### config.mk
export PLATFORM = sky130hd
export DESIGN_NAME = instr_fetch_flat
export DESIGN_NICKNAME = d
export VERILOG_FILES = /design/src/rtl/fetch_pkg.sv /design/src/rtl/instr_fetch_if.sv /design/src/rtl/fetch_fifo.sv /design/src/rtl/instr_fetch.sv /design/src/flat_wrapper.sv
export SDC_FILE = /design/constraint.sdc
export NUM_CORES = 1
export LEC_CHECK = 0
export CELL_PAD_IN_SITES_DETAIL_PLACEMENT = 0
export CELL_PAD_IN_SITES_GLOBAL_PLACEMENT = 1
export CORE_ASPECT_RATIO = 1.1
export CORE_UTILIZATION = 38
export DETAILED_ROUTE_END_ITERATION = 10
export PLACE_DENSITY = 0.85
export SYNTH_ARGS = -nofsm -noshare
export SYNTH_HDL_FRONTEND = slang
export SYNTH_SLANG_ARGS = --single-unit
### constraint.sdc
create_clock -name clk -period 3.2 [get_ports clk]
set_input_delay 0.64 -clock clk [delete_from_list [all_inputs] [get_ports clk]]
set_output_delay 0.64 -clock clk [all_outputs]
set_load 0.05 [all_outputs]
### src/rtl/fetch_pkg.sv
// Shared types and constants for the instruction fetch front end.
package fetch_pkg;

   localparam int          INSTR_W          = 32;
   localparam logic [31:0] PC_STEP          = 32'd4;
   localparam logic [31:0] DEFAULT_RESET_PC = 32'h0000_0000;

   typedef struct packed {
      logic [31:0]        pc;
      logic [INSTR_W-1:0] instr;
   } fetch_entry_t;

   // Redirect targets are always word aligned.
   function automatic logic [31:0] align_pc(input logic [31:0] pc);
      return pc & ~32'h0000_0003;
   endfunction

endpackage

### src/rtl/instr_fetch_if.sv
// Instruction RAM port, redirect input and decode handshake of the fetch unit.
interface instr_fetch_if;
   import fetch_pkg::*;

   logic [31:0]        imem_pc;
   logic [INSTR_W-1:0] imem_instr;
   logic               redirect_valid;
   logic [31:0]        redirect_pc;
   logic               out_valid;
   logic               out_ready;
   logic [INSTR_W-1:0] out_instr;
   logic [31:0]        out_pc;

   // Fetch unit side.
   modport master (
      output imem_pc,
      input  imem_instr,
      input  redirect_valid,
      input  redirect_pc,
      output out_valid,
      input  out_ready,
      output out_instr,
      output out_pc
   );

   // RAM / core side.
   modport slave (
      input  imem_pc,
      output imem_instr,
      output redirect_valid,
      output redirect_pc,
      input  out_valid,
      output out_ready,
      input  out_instr,
      input  out_pc
   );

endinterface

### src/rtl/fetch_fifo.sv
// Shift-style sync FIFO of fetched {pc, instr}; entry 0 is the head, so the
// head output comes straight from a register.
module fetch_fifo
   import fetch_pkg::*;
#(
   parameter  int DEPTH = 2,
   localparam int CW    = $clog2(DEPTH + 1)
) (
   input  logic         clk,
   input  logic         rst_n,
   input  logic         push,
   input  logic         pop,
   input  logic         flush,
   input  fetch_entry_t din,
   output fetch_entry_t head,
   output logic [CW-1:0] count
);

   fetch_entry_t  mem_q [DEPTH];
   fetch_entry_t  mem_d [DEPTH];
   logic [CW-1:0] count_q;
   logic [CW-1:0] count_d;
   logic [CW-1:0] wr_idx;
   logic          pop_ok;
   logic          push_ok;

   // Next-state: shift on pop, write behind the last live entry on push.
   always_comb begin
      mem_d   = mem_q;
      count_d = count_q;
      pop_ok  = pop && (count_q != '0);
      push_ok = push && ((count_q < CW'(DEPTH)) || pop_ok);
      wr_idx  = pop_ok ? (count_q - CW'(1)) : count_q;
      if (flush) begin
         count_d = '0;
      end else begin
         if (pop_ok) begin
            for (int i = 0; i < DEPTH - 1; i++) mem_d[i] = mem_q[i+1];
         end
         if (push_ok) begin
            for (int i = 0; i < DEPTH; i++) begin
               if (CW'(i) == wr_idx) mem_d[i] = din;
            end
         end
         count_d = count_q + CW'(push_ok) - CW'(pop_ok);
      end
   end

   // Storage and occupancy registers.
   always_ff @(posedge clk or negedge rst_n) begin
      if (!rst_n) begin
         for (int i = 0; i < DEPTH; i++) mem_q[i] <= '0;
         count_q <= '0;
      end else begin
         for (int i = 0; i < DEPTH; i++) mem_q[i] <= mem_d[i];
         count_q <= count_d;
      end
   end

   assign head  = mem_q[0];
   assign count = count_q;

endmodule

### src/rtl/instr_fetch.sv
// Fetch front end: issues PCs to the instruction RAM under a credit check so
// every returned word has a buffer slot, and flushes on redirect.
module instr_fetch
   import fetch_pkg::*;
#(
   parameter logic [31:0] RESET_PC = DEFAULT_RESET_PC,
   parameter int          DEPTH    = 2
) (
   input logic           clk,
   input logic           rst_n,
   instr_fetch_if.master bus
);

   localparam int CW = $clog2(DEPTH + 1);

   logic [31:0]   pc_q;
   logic          issued_v;
   logic [31:0]   issued_pc;
   logic [CW-1:0] count;
   logic [CW:0]   occ;
   logic          pop;
   logic          push;
   logic          issue;
   fetch_entry_t  head;
   fetch_entry_t  din;

   assign pop   = bus.out_valid && bus.out_ready;
   // Occupancy once the word now on the RAM bus lands and decode takes its pop.
   assign occ   = {1'b0, count} + (CW+1)'(issued_v) - (CW+1)'(pop);
   assign issue = (occ < (CW+1)'(DEPTH)) && !bus.redirect_valid;
   assign push  = issued_v && !bus.redirect_valid;
   assign din   = '{pc: issued_pc, instr: bus.imem_instr};

   // PC and in-flight tracking; a redirect overrides any issue.
   always_ff @(posedge clk or negedge rst_n) begin
      if (!rst_n) begin
         pc_q      <= RESET_PC;
         issued_v  <= 1'b0;
         issued_pc <= '0;
      end else if (bus.redirect_valid) begin
         pc_q     <= align_pc(bus.redirect_pc);
         issued_v <= 1'b0;
      end else if (issue) begin
         pc_q      <= pc_q + PC_STEP;
         issued_v  <= 1'b1;
         issued_pc <= pc_q;
      end else begin
         issued_v <= 1'b0;
      end
   end

   fetch_fifo #(.DEPTH(DEPTH)) u_fifo (
      .clk   (clk),
      .rst_n (rst_n),
      .push  (push),
      .pop   (pop),
      .flush (bus.redirect_valid),
      .din   (din),
      .head  (head),
      .count (count)
   );

   assign bus.imem_pc   = pc_q;
   assign bus.out_valid = (count != '0);
   assign bus.out_instr = head.instr;
   assign bus.out_pc    = head.pc;

endmodule

### src/flat_wrapper.sv
// flat-port wrapper written by rule: the top's interface ports become plain ports
module instr_fetch_flat import fetch_pkg::*;
#(
   parameter logic [31:0] RESET_PC = DEFAULT_RESET_PC,
   parameter int          DEPTH    = 2
)
  (clk, rst_n, bus_imem_pc, bus_imem_instr, bus_redirect_valid, bus_redirect_pc, bus_out_valid, bus_out_ready, bus_out_instr, bus_out_pc);
  instr_fetch_if bus_i ();
  input logic clk;
  input logic rst_n;
  output wire logic [$bits(bus_i.imem_pc)-1:0] bus_imem_pc;
  input wire logic [$bits(bus_i.imem_instr)-1:0] bus_imem_instr;
  input wire logic [$bits(bus_i.redirect_valid)-1:0] bus_redirect_valid;
  input wire logic [$bits(bus_i.redirect_pc)-1:0] bus_redirect_pc;
  output wire logic [$bits(bus_i.out_valid)-1:0] bus_out_valid;
  input wire logic [$bits(bus_i.out_ready)-1:0] bus_out_ready;
  output wire logic [$bits(bus_i.out_instr)-1:0] bus_out_instr;
  output wire logic [$bits(bus_i.out_pc)-1:0] bus_out_pc;
  assign bus_imem_pc = bus_i.imem_pc;
  assign bus_i.imem_instr = bus_imem_instr;
  assign bus_i.redirect_valid = bus_redirect_valid;
  assign bus_i.redirect_pc = bus_redirect_pc;
  assign bus_out_valid = bus_i.out_valid;
  assign bus_i.out_ready = bus_out_ready;
  assign bus_out_instr = bus_i.out_instr;
  assign bus_out_pc = bus_i.out_pc;
  instr_fetch #(.RESET_PC(RESET_PC), .DEPTH(DEPTH)) u_core (.clk(clk), .rst_n(rst_n), .bus(bus_i));
endmodule
==> flow_summary_export.csv <==
group,metric,value,unit
sta,whs,0.182,ns
routing,final_antenna_net_count,0,
floorplan,die_w,147,um
layout,antenna_cells,0,
clock_network,hold_buffers,0,
routing,viasPerCell,4.86,
floorplan,start_util,38.6,%
yosys,syn-instance-count,759,
routing,routed_wl,17900,um
clock_network,cts_max_level,4,
routing,drt-met1-wl,8670,um
layout,area_delta_synth_final,24.2,%
global_routing,grt_first_pass_wirelength,29500,um
run_status,status,"complete, no violations",
clock_network,clkLatencyLatePin,0.43,ns
yosys,synth_seq_cells,189,
yosys,syn_area,8820,sq um
routing,vias,5691,
sta,finalHoldViolCount,0,
clock_network,cts_tree,"yes",
worst_setup_path,reg2reg_slack,0.26,ns
sta,setup_viol,0,
floorplan,io_pins,165,
global_routing,antenna_found_initial,0,
layout,mostFrequentLayoutCells,"dfrtp_1 (189), clkdlybuf4s50_1 (158), mux2_2 (78), nor2_1 (68)",
worst_setup_path,cp.required,3.51,ns
layout,final_layout_size_suffix_gt1_share,16.9,%
power_and_ir_drop,p_seq_share,34.8,%
power_and_ir_drop,p_sw,0.00480,W
min_path,hold_path_class,"primary input to asynchronous set/reset pin",
placed_design,dpl.hpwl,12200,um
power_and_ir_drop,power.density,1060,nW/um^2
power_and_ir_drop,switching_share,41.3,%
global_routing,grt_remaining_overflow,0,
clock_network,cts_resized,0,
sta,slew_violations,0,
worst_setup_path,reg2reg_from,"u_core.u_fifo.count[1]",
sta,max_freq,327,MHz
routing,drc,0,
yosys,synth-edff-count,0,
sta,timing.final.crit_share,95.5,%
routing,routedWlPerCell,15.3,um
placed_design,place_ws,-0.348,ns
yosys,synth_cell_types,41,
routing,drtIter0Drc,217,
sta,layout_setup_ws,0.143,ns
sta,fin_skew,0.00822,ns
clock_network,ctsRootBufferMaster,"clkbuf_16",
worst_setup_path,reg2regPathDepth,11,
clock_network,cts-buffers-inserted,17,
global_routing,grt_usage,15.6,%
sta,maxSlewHeadroom,59.4,%
routing,first_pass_iters,4,
routing,wl_met3,568,um
floorplan,fp.dieArea,23800,sq um
worst_setup_path,cp_max_fo,18,
sta,fin_setup_tns,0,ns
worst_setup_path,critPathArrivalTime,3.37,ns
power_and_ir_drop,p_total,0.0116,W
yosys,synth-main-ff-cell,"dfrtp_1",
layout,layout_commonest_cell,"dfrtp_1",
power_and_ir_drop,leakage,4.54,nW
floorplan,fp.dieH,162,um
worst_setup_path,critPathLaunchType,"primary input",
clock_network,clk_transition_reported_paths,0.07,ns
yosys,synth-async-reset-ratio,100,%
power_and_ir_drop,p_clk_share,18.8,%
yosys,syn_area_per_cell,11.6,sq um
sta,worst_pin_slew,0.606,ns
floorplan,core,22900,sq um
global_routing,grt_pass1_vias,5625,
yosys,yosysSeqAreaShare,53.6,%
worst_setup_path,timing.rr.end,"u_core.issued_pc[2]",
routing,top_layer_used,"met4",
worst_setup_path,crit_path_end_kind,"register",
yosys,yosys_warnings,0,
global_routing,grt_max_degree,127,
clock_network,cts_setup_buffers,0,
power_and_ir_drop,power_frac_comb,46.4,%
sta,fin_crit,3.06,ns
routing,dr_wl_met2,8480,um
clock_network,clock-sinks,189,
power_and_ir_drop,p_int,0.00681,W
job,maxCapViolCount,0,
worst_setup_path,worstSetupPathType,"primary input to register",
placed_design,place.gp.congestion,0.751,
sta,rsz0062_at_grt,"no",
power_and_ir_drop,peakVddDrop,0.000384,V
clock_network,clock_path_buffers,2,
placed_design,portBuffers,160,
layout,fill_cells,2093,
layout,fin_nets,931,
floorplan,core.rowCount,58,
[synthesized netlist by cell type (2+ instances only)]
| cell | n | area, sq um |
|---|---|---|
| inv_1 | 8 | 30.0 |
| dfrtp_1 | 189 | 4730 |
| a21oi_1 | 64 | 320 |
| mux2_2 | 78 | 878 |
| nand3_1 | 13 | 65.1 |
| nand2b_1 | 4 | 25.0 |
| mux2i_1 | 63 | 631 |
| or3_1 | 2 | 12.5 |
| o21ai_0 | 26 | 130 |
| and3_1 | 5 | 31.3 |
| buf_4 | 75 | 563 |
| xnor2_1 | 12 | 105 |
| mux2_1 | 13 | 146 |
| nand4_1 | 14 | 87.6 |
| nor2b_1 | 5 | 31.3 |
| buf_2 | 8 | 40.0 |
| ha_1 | 5 | 62.6 |
| nor2_1 | 69 | 259 |
| o21ai_1 | 4 | 20.0 |
| nand2_1 | 42 | 158 |
| buf_6 | 6 | 67.6 |
| nor3_1 | 3 | 15.0 |
| clkbuf_1 | 16 | 60.1 |
| xor2_1 | 18 | 158 |
[registers in the layout, indices dropped and copies added, names as in the netlist]
name	count
u_core.issued_v	1
u_core.u_fifo.mem_q	62
u_core.issued_pc	30
u_core.bus.imem_pc	30
u_core.u_fifo.head	64
u_core.u_fifo.count	2
[how the worst max path moves through the flow]
stage / start / endpoint / slack (ns) / cells after the start
CTS: bus_out_ready / u_core.bus.imem_pc[9] / 0.11 / 12
detailed placement: bus_out_ready / u_core.bus.imem_pc[9] / -0.35 / 12
global placement: bus_out_ready / u_core.bus.imem_pc[9] / -0.32 / 12
global route: bus_out_ready / u_core.issued_pc[25] / 0.05 / 10
floorplan: u_core.u_fifo.count[1] / u_core.bus.imem_pc[17] / 0.07 / 12
finish: bus_out_ready / u_core.issued_pc[2] / 0.14 / 10
[worst max-delay path, cell delays in order]
cell and delay, ns:
clkdlybuf4s50_1 0.49, nor2b_1 0.19, ha_1 0.25, nand2b_1 0.15, fa_1 0.43, xor2_2 0.39
nor2b_2 0.09, nand2b_1 0.20, buf_12 0.19, mux2_2 0.34
[cells by family (layout without fill, tap and decap cells)]
logic type,after synthesis,count (layout),share of synthesized area (%)
buffers and inverters,113,223,8.62
adders and majority gates,6,6,0.936
and+or+nand+nor,169,169,9.27
AOI/OAI and AO/OA,96,96,5.60
muxes,154,154,18.8
DFF,189,189,53.6
other,1,2,0.0425
xor gates and xnor gates,31,31,3.16
[through the flow]
step | std cells | utilization (%) | instance area, sq um
after floorplan | 760 | - | 8830
after global placement | 1138 | 45.3 | 10400
after detailed placement | 1138 | 45.3 | 10400
after CTS | 1170 | 47.9 | 11000
after global routing | 1170 | 47.9 | 11000
final | 1170 | 47.9 | 11000
[power by group through the flow]
stage	registers (W)	logic (W)	clock network (W)
CTS	0.00406	0.00545	0.00224
floorplan	0.00408	0.00424	0
detailed placement	0.00411	0.00543	0
global placement	0.00405	0.00533	0
finish	0.00404	0.00538	0.00218
global route	0.00418	0.00574	0.00233
[final cells by class]
| type | instances | area [sq um] | share of cell area (%) |
|---|---|---|---|
| Tap cell | 300 | 375 | 3.43 |
| Clock inverter | 13 | 153 | 1.39 |
| Multi-Input combinational cell | 458 | 3360 | 30.6 |
| Clock buffer | 19 | 453 | 4.13 |
| Inverter | 8 | 30.0 | 0.274 |
| Sequential cell | 189 | 4730 | 43.2 |
| Timing Repair Buffer | 183 | 1860 | 17.0 |
[routing by layer]
metal | vias to the layer above | GRT usage, %
met5 | - | 0
met4 | 0 | 5.06
met3 | 16 | 2.64
met2 | 135 | 25.2
met1 | 2808 | 21.3
li1 | 2732 | -
No activity file was read; power rests on OpenSTA's default activity.
